--- src/rtl/alu_pkg.sv ---
// Shared ALU definitions: operand width default, one-hot unit selects, logic-op codes.
package alu_pkg;

  localparam int XLEN_DEFAULT = 32;

  localparam logic [3:0] OP_ADD   = 4'b0001;
  localparam logic [3:0] OP_CMP   = 4'b0010;
  localparam logic [3:0] OP_BOOL  = 4'b0100;
  localparam logic [3:0] OP_SHIFT = 4'b1000;

  typedef enum logic [1:0] {
    BOOL_XOR  = 2'b00,
    BOOL_RSVD = 2'b01,
    BOOL_OR   = 2'b10,
    BOOL_AND  = 2'b11
  } bool_op_e;

endpackage

--- src/rtl/alu_shifter.sv ---
// Barrel shifter, purely combinational (0 cycles); no flow control.
// Left shifts reuse the right-shift network by reversing the operand on the way in and out.
module alu_shifter
  import alu_pkg::*;
#(
  parameter int W  = XLEN_DEFAULT,
  parameter int SW = $clog2(W)
) (
  input  logic [W-1:0]  value,
  input  logic [SW-1:0] amount,
  input  logic          dir,
  input  logic          arith,
  output logic [W-1:0]  result
);

  logic [W-1:0] value_rev;
  logic [W-1:0] src;
  logic [W-1:0] shifted;
  logic [W-1:0] shifted_rev;
  logic         fill;

  for (genvar i = 0; i < W; i++) begin : g_rev
    assign value_rev[i]   = value[W-1-i];
    assign shifted_rev[i] = shifted[W-1-i];
  end

  assign src  = dir ? value : value_rev;
  // Sign fill only applies to arithmetic right shifts; left shifts always fill with zero.
  assign fill = dir & arith & value[W-1];

  assign shifted = W'($signed({fill, src}) >>> amount);
  assign result  = dir ? shifted : shifted_rev;

endmodule

--- src/rtl/alu.sv ---
// Registered integer ALU (add/sub, compare, logic, optional shift under ALU_SHIFT_EN), 1-cycle latency.
// No backpressure: a new result is captured on every rising edge.
module alu
  import alu_pkg::*;
#(
  parameter int XLEN = XLEN_DEFAULT
) (
  input  logic            i_clk,
  input  logic            i_rst,
  input  logic [XLEN-1:0] i_op_a,
  input  logic [XLEN-1:0] i_op_b,
  input  logic            i_sub,
  input  logic [1:0]      i_bool_op,
  input  logic [3:0]      i_op_sel,
  input  logic            i_shift_dir,
  input  logic            i_cmp_sig,
  output logic [XLEN-1:0] o_result
);

  localparam int SW = $clog2(XLEN);

  logic            sub_en;
  logic [XLEN-1:0] b_eff;
  logic [XLEN:0]   sum_ext;
  logic            ult;
  logic            slt;
  logic            lt;
  logic [XLEN-1:0] bool_res;
  logic [XLEN-1:0] shift_res;
  logic [XLEN-1:0] result_d;
  logic [XLEN-1:0] result_q;

  // Compare always subtracts; only add/sub honours i_sub.
  assign sub_en  = (i_op_sel == OP_CMP) ? 1'b1 : i_sub;
  assign b_eff   = sub_en ? ~i_op_b : i_op_b;
  assign sum_ext = {1'b0, i_op_a} + {1'b0, b_eff} + {{XLEN{1'b0}}, sub_en};

  // No carry out of A + ~B + 1 means a borrow, i.e. A < B unsigned.
  assign ult = ~sum_ext[XLEN];
  assign slt = (i_op_a[XLEN-1] ^ i_op_b[XLEN-1]) ? i_op_a[XLEN-1] : sum_ext[XLEN-1];
  assign lt  = i_cmp_sig ? slt : ult;

  always_comb begin
    bool_res = '0;
    case (i_bool_op)
      BOOL_XOR: bool_res = i_op_a ^ i_op_b;
      BOOL_OR:  bool_res = i_op_a | i_op_b;
      BOOL_AND: bool_res = i_op_a & i_op_b;
      default:  bool_res = '0;
    endcase
  end

`ifdef ALU_SHIFT_EN
  alu_shifter #(
    .W  (XLEN),
    .SW (SW)
  ) u_shifter (
    .value  (i_op_a),
    .amount (i_op_b[SW-1:0]),
    .dir    (i_shift_dir),
    .arith  (i_sub),
    .result (shift_res)
  );
`else
  logic unused_shift_dir;
  assign unused_shift_dir = i_shift_dir;
  assign shift_res        = '0;
`endif

  // Selecting purely on i_op_sel keeps X on an idle unit's controls out of the result.
  always_comb begin
    result_d = '0;
    case (i_op_sel)
      OP_ADD:   result_d = sum_ext[XLEN-1:0];
      OP_CMP:   result_d = {{(XLEN-1){1'b0}}, lt};
      OP_BOOL:  result_d = bool_res;
      OP_SHIFT: result_d = shift_res;
      default:  result_d = '0;
    endcase
  end

  always_ff @(posedge i_clk or posedge i_rst) begin
    if (i_rst) begin
      result_q <= '0;
    end else begin
      result_q <= result_d;
    end
  end

  assign o_result = result_q;

endmodule

--- config.mk ---
export PLATFORM = sky130hd
export DESIGN_NAME = alu
export DESIGN_NICKNAME = d
export VERILOG_FILES = /design/src/rtl/alu_pkg.sv /design/src/rtl/alu_shifter.sv /design/src/rtl/alu.sv
export SDC_FILE = /design/constraint.sdc
export NUM_CORES = 1
export LEC_CHECK = 0
export CORE_ASPECT_RATIO = 0.7
export CORE_MARGIN = 4
export CORE_UTILIZATION = 49
export CTS_BUF_LIST = sky130_fd_sc_hd__clkbuf_8
export CTS_CLUSTER_SIZE = 8
export DETAILED_ROUTE_END_ITERATION = 8
export PLACE_DENSITY = 0.86
export SLEW_MARGIN = 5
export SYNTH_ARGS = -nofsm -noshare
export SYNTH_HDL_FRONTEND = slang
export SYNTH_SLANG_ARGS = --single-unit
--- constraint.sdc ---
create_clock -name i_clk -period 0.8 [get_ports i_clk]
set_input_delay 0.12 -clock i_clk [delete_from_list [all_inputs] [get_ports i_clk]]
set_output_delay 0.12 -clock i_clk [all_outputs]
set_load 0.005 [all_outputs]
==> flow_metrics.py <==
metrics = {
    "power": {
        "share_comb_of_total_power_pct": 70.7,
        "clkPwrFrac_pct": 13.3,
        "p_leak_nw": 4.330,
        "powerDensity_nw_per_um2": 1255,
        "p_int_w": 0.006132,
        "seq_power_share_pct": 15.9,
        "p_switching_w": 0.004618,
        "switching_share_pct": 42.96,
        "ir_worst_vdd_v": 0.0008329,
    },
    "cells_and_area": {
        "finalNetCount": 1113,
        "drive_above_1_share_pct": 40.38,
        "diodes": 0,
        "area_growth_syn_to_layout_pct": 73.62,
        "multiInputGateArea_sq_um": 4451,
        "regArea_sq_um": 800.8,
        "num-fill-cells": 483,
        "largest_reg_flops": 32,
        "finish.instance_area_sq_um": 8563,
    },
    "drt": {
        "routed-via-count": 6564,
        "routed_wl_microns": 23470,
        "highest_layer": "met4",
        "met3_length_microns": 2480,
        "dr.pass1.iters": 5,
        "drt_iter0_markers": 739,
        "drc_errors": 0,
        "drtAntennaViolNets": 0,
        "vias_per_cell": 6.140,
        "met1_length_microns": 8988,
        "wl_met2_microns": 10790,
        "post_drt_wl_per_cell_microns": 21.96,
    },
    "setup_path": {
        "required_ns": 0.99,
        "path_cells": "buf_6 > nor4b_4 > nor2_4 > buf_4 > xnor2_1 > ha_1 > buf_4 > nand3_1 > nand2_1 > nand3_1 > buf_4 > a211oi_4 > nor2_4 > o31ai_4 > buf_4 > buf_6 > a31oi_4 > a2bb2oi_2",
        "critPathLaunchType": "input port",
        "cpPeakStageDelay_ns": 0.35,
        "worstSetupStartpoint": "i_op_sel[3]",
        "path_max_fanout": 7,
        "cpMostUsedCell": "buf_4",
        "cp.arrival_ns": 3.26,
        "criticalPathCategory": "in2reg",
        "cp_slowest_cell": "nor4b_4",
        "critPathCaptureType": "flip-flop",
    },
    "logic_synthesis": {
        "synthCells": 627,
        "synthesis.nets": 800,
        "ys.flop_type": "dfrtp_1",
        "syn_area_per_cell_sq_um": 7.866,
        "synth-seq-cells": 32,
        "synthArstFlopShare_pct": 100.0,
        "synth_top_cell_by_area": "ha_1",
        "synth-edff-count": 0,
        "ys_types": 51,
        "synth_area_leaders": "ha_1 25%, dfrtp_1 16%, xnor2_1 7.6%, inv_1 6.6%, a22oi_1 4.7%",
        "synth_warnings": 0,
        "syn_area_sq_um": 4932,
        "synth_top_area_share_pct": 24.61,
        "yosysSeqAreaShare_pct": 16.24,
    },
    "outcome": {
        "status": "finished with violations",
        "violations": "setup timing",
    },
    "sta": {
        "drv_slew": 0,
        "finalSetupTns_ns": -63.02,
        "setup_slack_ns": -2.269,
        "tightest_slew_ns": 0.4940,
        "maxSlewHeadroom_pct": 66.60,
        "hold_viol_final": 0,
        "fin_crit_sh_pct": 383.6,
        "fin_crit_ns": 3.069,
        "setup_viol": 64,
        "hold_slack_ns": 0.1894,
        "fmax_mhz": 325.8,
        "rsz0062_at_grt": "yes",
    },
    "clock_tree": {
        "cts_tree": "done",
        "postCtsHoldBufs": 0,
        "clk_pin_slew_ns": 0.08,
        "htreeDepth": 2,
        "cts.root.buffer_cell": "clkbuf_8",
        "clk_path_buf_depth": 2,
        "cts_inserted_buffers": 5,
        "cts.sinks": 32,
    },
    "grt": {
        "grt_max_degree": 21,
        "globalRouteTotalUtil_pct": 34.88,
        "grt_pass1_vias": 6558,
        "gr-total-overflow": 0,
        "grt_pass1_wl_microns": 32820,
        "antenna_found_initial": 0,
    },
    "worst_hold_path": {
        "hold_path.class": "in2async",
    },
    "floorplanning": {
        "dieArea_sq_um": 11760,
        "num_rows": 30,
        "die_y_microns": 91.94,
        "ios": 107,
        "core_sq_um": 9759,
        "start_util_pct": 50.54,
        "die_x_microns": 127.9,
    },
    "placement": {
        "place_congestion": 0.9719,
        "numPortBuffers": 105,
        "dp_hpwl_microns": 15430,
        "dpl-instance-area_sq_um": 7611,
    },
    "job": {
        "maxCapViolCount": 0,
    },
}
## what timing repair did
item                       CTS  global route
gates resized for setup    220            69
setup buffers               28            12
setup endpoints to repair   64            64
pin swaps                   81            49
## synthesized netlist by cell type (4+ instances only)
cell and count:
a21o_1 13, a21oi_1 37, a22oi_1 31, a31oi_1 7, buf_1 6, clkbuf_1 26, dfrtp_1 32, ha_1 97
inv_1 87, mux2i_1 13, nand2_1 46, nand2b_1 6, nand3_1 12, nand4_1 7, nor2_1 23, nor3_1 6
nor4_1 6, o21a_1 4, o21ai_0 32, o21bai_1 6, o22ai_1 26, o31ai_1 4, o32ai_1 4, xnor2_1 43
xor2_1 11
## worst paths after layout
check / to / slack (ns)
max: o_result[29] / -2.27
min: o_result[16] / 0.19
min in group i_clk: o_result[30] / 0.37
max in group asynchronous: o_result[20] / 0.45
## metrics by stage
step           power [W]  setup slack (ns)  util [%]  instances
2_1_floorplan   0.004576            -2.145         -        627
3_3_place_gp    0.007346            -2.752     77.99       1025
3_5_place_dp    0.007524            -2.873     77.99       1025
4_1_cts         0.009533            -2.030     82.53       1059
5_1_grt          0.01117            -2.443     87.74       1069
6_report         0.01075            -2.269     87.74       1069
## cell usage in the layout (no fill, tap or decap), types with 5 or more instances in the layout
cell	instances
nand4_1	7
nand2_1	42
a21oi_4	5
o22ai_1	22
buf_4	215
mux2i_1	13
xor2_1	6
buf_6	14
o21ai_0	22
nand3_1	10
dfrtp_1	32
clkdlybuf4s50_1	67
a21oi_2	12
o21ai_2	7
o21bai_1	5
xnor2_1	27
xor2_2	5
a22oi_1	31
nand2b_1	6
a21oi_1	20
a21o_1	12
nor2_1	17
buf_2	35
xnor2_2	13
inv_1	87
clkbuf_8	6
ha_1	93
## per-layer routing
metal,vias up,track usage [%]
li1,2839,-
met1,3080,45.75
met2,517,57.75
met3,128,5.413
met4,0,13.07
met5,-,0
## cells by family after synthesis
logic type | count (synthesis) | synth area share, %
AO/OA/AOI/OAI | 187 | 24.91
XOR/XNOR | 54 | 9.589
adder cells (fa/ha/maj) | 98 | 25.01
buffers and inverters | 119 | 9.056
flip-flops | 32 | 16.24
multiplexers | 13 | 2.638
AND/OR/NAND/NOR | 124 | 12.56
## cell type report
cell class              count  share of cell area, %
inverters                  87                  3.857
clock inverters             2                0.08767
well taps                 128                  1.870
clock buffers               6                 0.9643
flip-flops and latches     32                  9.351
multi-input cells         476                  51.97
repair buffers            338                  31.90
## power groups by stage
| stage | combinational [W] | clock, W | sequential [W] |
|---|---|---|---|
| after floorplan | 0.00282 | 0 | 0.00175 |
| after global placement | 0.00560 | 0 | 0.00174 |
| after detailed placement | 0.00578 | 0 | 0.00174 |
| after CTS | 0.00639 | 0.00143 | 0.00171 |
| after global routing | 0.00797 | 0.00148 | 0.00172 |
| final | 0.00760 | 0.00143 | 0.00171 |
## critical path, delay by kind of cell
family | cells | cell delay, ns
buf+inv | 6 | 0.95
xor+xnor | 1 | 0.19
simple gates | 6 | 0.94
compound gates | 4 | 0.76
fa+ha+maj | 1 | 0.29
(Power assumes the default switching activity.)
